## config.mk

```make
export PLATFORM = sky130hd
export DESIGN_NAME = uart_im_loader
export DESIGN_NICKNAME = d
export VERILOG_FILES = /design/src/rtl/uart_im_loader.sv
export SDC_FILE = /design/constraint.sdc
export NUM_CORES = 1
export LEC_CHECK = 0
export ABC_CLOCK_PERIOD_IN_PS = 2300
export CORE_MARGIN = 2
export CORE_UTILIZATION = 42
export DETAILED_ROUTE_END_ITERATION = 10
export GPL_TIMING_DRIVEN = 0
export PLACE_DENSITY = 0.7
export SLEW_MARGIN = 20
export SYNTH_ARGS = -nofsm -noshare
export SYNTH_HDL_FRONTEND = slang
export SYNTH_SLANG_ARGS = --single-unit
export TNS_END_PERCENT = 10
```

## constraint.sdc

```tcl
create_clock -name clk -period 2.3 [get_ports clk]
set_clock_uncertainty 0.05 [all_clocks]
set_input_delay 0.575 -clock clk [delete_from_list [all_inputs] [get_ports clk]]
set_output_delay 0.575 -clock clk [all_outputs]
set_load 0.1 [all_outputs]
```

## src/rtl/uart_im_loader.sv

```systemverilog
// uart_im_loader: receives a program image over an 8N1 UART line and writes it
// into instruction memory as little-endian 32-bit words at consecutive word
// addresses. While loading is enabled the CPU is held so it never fetches from
// a half-written program.
//
// Handshake: im_we is a single-cycle write strobe in the clk domain. im_a and
// im_d are valid in the same cycle as im_we and hold their values between
// writes. There is no back-pressure; the memory accepts every strobe.
module uart_im_loader #(
  parameter int CLK_FREQ = 100000000,
  parameter int BAUD     = 115200,
  parameter int ADDR_W   = 6
) (
  input  logic              clk,
  input  logic              rstn,
  input  logic              uart_rx,
  input  logic              load_en,
  output logic              im_we,
  output logic [ADDR_W-1:0] im_a,
  output logic [31:0]       im_d,
  output logic              cpu_hold,
  output logic              busy,
  output logic [ADDR_W:0]   word_cnt,
  output logic              frame_err
);

  localparam int CLKS_PER_BIT = CLK_FREQ / BAUD;
  localparam int CW = $clog2(CLKS_PER_BIT + 1);
  localparam logic [CW-1:0] BIT_LAST  = CW'(CLKS_PER_BIT - 1);
  localparam logic [CW-1:0] HALF_LAST = CW'(CLKS_PER_BIT / 2 - 1);
  localparam logic [ADDR_W:0] CNT_FULL = (ADDR_W + 1)'(1 << ADDR_W);

  typedef enum logic [1:0] {
    S_IDLE  = 2'd0,
    S_START = 2'd1,
    S_DATA  = 2'd2,
    S_STOP  = 2'd3
  } rx_state_t;

  rx_state_t      state, state_nxt;
  logic           rx_meta, rx_s;
  logic           ld_meta, ld_s;
  logic [CW-1:0]  cnt;
  logic [2:0]     bit_idx;
  logic [7:0]     shreg;
  logic [1:0]     byte_idx;
  logic [31:0]    word;
  logic           cnt_clr, bit_take, byte_ok, stop_bad;
  logic           ld_rise;

  // cpu_hold is ld_s delayed by one clock, so it doubles as the edge-detect history.
  assign ld_rise = ld_s & ~cpu_hold;
  assign busy    = (state != S_IDLE);

  // Two-flop synchronizers; the serial line idles high, the load switch idles low.
  always_ff @(posedge clk or negedge rstn) begin
    if (!rstn) begin
      rx_meta  <= 1'b1;
      rx_s     <= 1'b1;
      ld_meta  <= 1'b0;
      ld_s     <= 1'b0;
      cpu_hold <= 1'b0;
    end else begin
      rx_meta  <= uart_rx;
      rx_s     <= rx_meta;
      ld_meta  <= load_en;
      ld_s     <= ld_meta;
      cpu_hold <= ld_s;
    end
  end

  // RX FSM state register.
  always_ff @(posedge clk or negedge rstn) begin
    if (!rstn) state <= S_IDLE;
    else       state <= state_nxt;
  end

  // RX FSM next state and per-cycle strobes.
  always_comb begin
    state_nxt = state;
    cnt_clr   = 1'b0;
    bit_take  = 1'b0;
    byte_ok   = 1'b0;
    stop_bad  = 1'b0;
    case (state)
      S_IDLE: begin
        if (!rx_s) begin
          state_nxt = S_START;
          cnt_clr   = 1'b1;
        end
      end
      S_START: begin
        // Mid-start-bit check rejects short glitches on the line.
        if (cnt == HALF_LAST) begin
          cnt_clr   = 1'b1;
          state_nxt = rx_s ? S_IDLE : S_DATA;
        end
      end
      S_DATA: begin
        if (cnt == BIT_LAST) begin
          cnt_clr  = 1'b1;
          bit_take = 1'b1;
          if (bit_idx == 3'd7) state_nxt = S_STOP;
        end
      end
      S_STOP: begin
        if (cnt == BIT_LAST) begin
          cnt_clr   = 1'b1;
          state_nxt = S_IDLE;
          if (rx_s) byte_ok  = 1'b1;
          else      stop_bad = 1'b1;
        end
      end
      default: state_nxt = S_IDLE;
    endcase
  end

  // Bit-time counter, bit index and shift register for the RX datapath.
  always_ff @(posedge clk or negedge rstn) begin
    if (!rstn) begin
      cnt     <= '0;
      bit_idx <= 3'd0;
      shreg   <= 8'd0;
    end else begin
      if (state == S_IDLE || cnt_clr) cnt <= '0;
      else                            cnt <= cnt + CW'(1);
      if (state == S_START)  bit_idx <= 3'd0;
      else if (bit_take)     bit_idx <= bit_idx + 3'd1;
      if (bit_take) shreg[bit_idx] <= rx_s;
    end
  end

  // Word assembly and memory write; a falling load drops any partial word.
  always_ff @(posedge clk or negedge rstn) begin
    if (!rstn) begin
      im_we    <= 1'b0;
      im_a     <= '0;
      im_d     <= 32'd0;
      word_cnt <= '0;
      byte_idx <= 2'd0;
      word     <= 32'd0;
    end else begin
      im_we <= 1'b0;
      if (ld_rise) begin
        im_a     <= '0;
        word_cnt <= '0;
        byte_idx <= 2'd0;
        word     <= 32'd0;
      end else begin
        if (im_we) begin
          im_a <= im_a + ADDR_W'(1);
          if (word_cnt != CNT_FULL) word_cnt <= word_cnt + (ADDR_W + 1)'(1);
        end
        if (!ld_s) begin
          byte_idx <= 2'd0;
        end else if (byte_ok) begin
          word[byte_idx*8 +: 8] <= shreg;
          byte_idx <= byte_idx + 2'd1;
          if (byte_idx == 2'd3) begin
            im_we <= 1'b1;
            im_d  <= {shreg, word[23:0]};
          end
        end
      end
    end
  end

  // Sticky framing error, cleared when a new load starts.
  always_ff @(posedge clk or negedge rstn) begin
    if (!rstn)         frame_err <= 1'b0;
    else if (stop_bad) frame_err <= 1'b1;
    else if (ld_rise)  frame_err <= 1'b0;
  end

endmodule

```

==> metrics.txt <==
total power 3.03 mW; Port Buf Inserts 52; worst min path class input pin to async pin; Synth warnings 0; worst endpoint required time 1.67 ns; Area contributors post-synth dfrtp_1 53%, mux2_4 9.6%, mux2i_1 5.8%, nand2_1 5.1%, ha_1 2.9%; Pleak 2.66 nW; Routed wire per std cell 14.7 um; syn_area_per_cell 11.9 um2; Synth top area share 0.530; critical path class register to primary output; Root Buffer clkbuf_8; row count 38; largest net degree at the start of global routing 66; Unique masters post-synth 41; clk_lat worst skew 0.36 ns; dominant cell type by area after synthesis dfrtp_1; Critical Path Fanout Max 2; first-pass GRT wire length 14,500 um; mapped cell area 4670 um2; # nets final 470; delay-heaviest family, CP buffers and inverters; critical-path cell list dlygate4sd2_1; Iteration-0 DRC Markers 159; GP Congestion 0.842; Detailed Routing Iterations Pass 1 4; cts bufs inserted 9; Worst Hold Margin 0.0428 ns; DRC violations left 0; most common cell after layout, fill and taps aside dfrtp_1; Detail Route Antenna Nets 0; Slew @ Worst Pin 0.976 ns; Clock Sinks 101; Setup Fix Bufs, Post-CTS 0; asr flop ratio synth 1.00; number of synthesized register bits 101; Reg clk slew, reported paths 0.10 ns; number of global-route vias before repair 2,994; core box area 10,800 um2; final hold violations 0; crit start category register; crit path buf inv count 1; EDFF count, synth 0; Worst EP arrival 1.62 ns; Area after DPL 5400 um2; RSZ-0062 raised after global routing yes; R2R Setup Slk 0.18 ns; Fillers 977; boundary pin count 53; ys flop type dfrtp_1; Synth-to-Final Area Change 18.5%; via count 3,029; worst r2r src cnt[0]; CTS Hold Bufs 0; Max transition margin 0.352; Pins Over Slew Limit 0; max cap viols 0; Post-Syn Instances 391; Synth Net Count 406; Tcrit/Tclk final 0.976; status completed; antenna violations before repair 0; final setup fails 0; ratio of cells with drive above 1 in the final layout 0.198; Crit. End Element primary output; DIE WIDTH 109 um; critical path startpoint im_d[30]; Longest Clk Path Bufs 2; Slowest-stage cell, CP dlygate4sd2_1; sequential fraction of the synthesis area 0.542; routed vias/inst 5.05; grt ovf 0; antenna cell count 0; TritonCTS clock tree yes; commonest non-fill, non-tap cells in the layout 99 x dfrtp_1, 63 x nand2_1, 35 x dlygate4sd2_1; minimum clock period 2.25 ns; slowest stage delay, CP 0.86 ns; post-route cell area 5530 um2; Max IR drop VDD 0.274 mV; die area 12,000 um2; initial core utilization 0.431; DRT Wirelength 8830 um; H-tree lvl count 3; Fmax achieved 445 MHz; total track usage 0.157; Cell Pwr Density 547 nW/um2; final core utilization 0.511; die height 109 um; post-DP HPWL 6260 um
==> sequential cells by signal, indices dropped and copies added (netlist names), 2 cells and up, named ones only <==
register,count
word,24
bit_idx,3
im_d,32
im_a,6
byte_idx,2
shreg,8
cnt,10
word_cnt,7
==> worst register-to-register path: cells and delay by family (launching register included) <==
family	cells	cell delay, ns
adders and majority gates	1	0.23
DFF	1	0.42
muxes	1	0.30
buffers and inverters	3	0.43
and+or+nand+nor	3	0.59
==> metrics by stage <==
stage               TNS [ns]  setup WS [ns]  instances
floorplan                  0          0.171        391
global placement     -313.65          -3.13        583
detailed placement    -0.339         -0.339        584
CTS                        0       0.000310        600
global route        -0.00628       -0.00628        600
finish                     0         0.0542        600
==> area by class of cell <==
type | count | area (um2) | share of cell area
sequential | 101 | 2530 | 0.457
clock buffer | 10 | 138 | 0.0249
tap | 140 | 175 | 0.0317
clock inverter | 6 | 68.8 | 0.0124
buffer | 20 | 146 | 0.0265
multi-input combinational | 263 | 1990 | 0.359
inverter | 7 | 26.3 | 0.00475
timing repair buffer | 53 | 460 | 0.0832
==> cells by family after synthesis <==
logic type,count (synthesis),share of synthesized area
adder cells (fa/ha/maj),11,0.0295
XOR/XNOR,17,0.0319
AND/OR/NAND/NOR,155,0.164
AO/OA/AOI/OAI,13,0.0177
buffers and inverters,27,0.0370
multiplexers,67,0.178
flip-flops,101,0.542
==> path summary, 6_finish.rpt <==
kind	depth (start not counted)	to
max in group asynchronous	2	im_d[25]
min reg2reg	0	ld_s
max reg2reg	8	im_d[2]
min in group clk	0	ld_s
min	1	im_d[18]
max	1	im_d[30]
==> repair_timing <==
action	4_1_cts	5_1_grt
pin swaps	0	1
setup endpoints to repair	49	30
hold endpoints to repair	0	0
gates resized for setup	62	19
==> report_power, final <==
| group | internal (mW) | switching (mW) | leakage, nW |
|---|---|---|---|
| Combinational | 0.0146 | 0.0590 | 1.17 |
| Sequential | 1.78 | 0.00360 | 1.38 |
| Clock | 0.543 | 0.628 | 0.104 |
| Total | 2.34 | 0.691 | 2.66 |
==> layer usage <==
metal / global-route usage / part of all wire
met1: 0.206 / 0.47
met4: 0.0696 / 0.017
met5: 0 / 0
met2: 0.253 / 0.48
met3: 0.0290 / 0.028
==> cell usage after synthesis, types with 4 or more instances <==
cell      number
nor3_1         5
dfrtp_1       99
nor2_1        29
mux2_2        10
mux2_4        30
buf_2          6
nand2_1       63
xor2_1        11
o21ai_0        4
inv_1          7
mux2i_1       27
nand4_1       10
xnor2_1        6
nand2b_1       5
and3_1         7
nand3_1       16
a21oi_1        4
clkbuf_1       9
ha_1          11
Note: power is estimated with default switching activity, not from simulation.
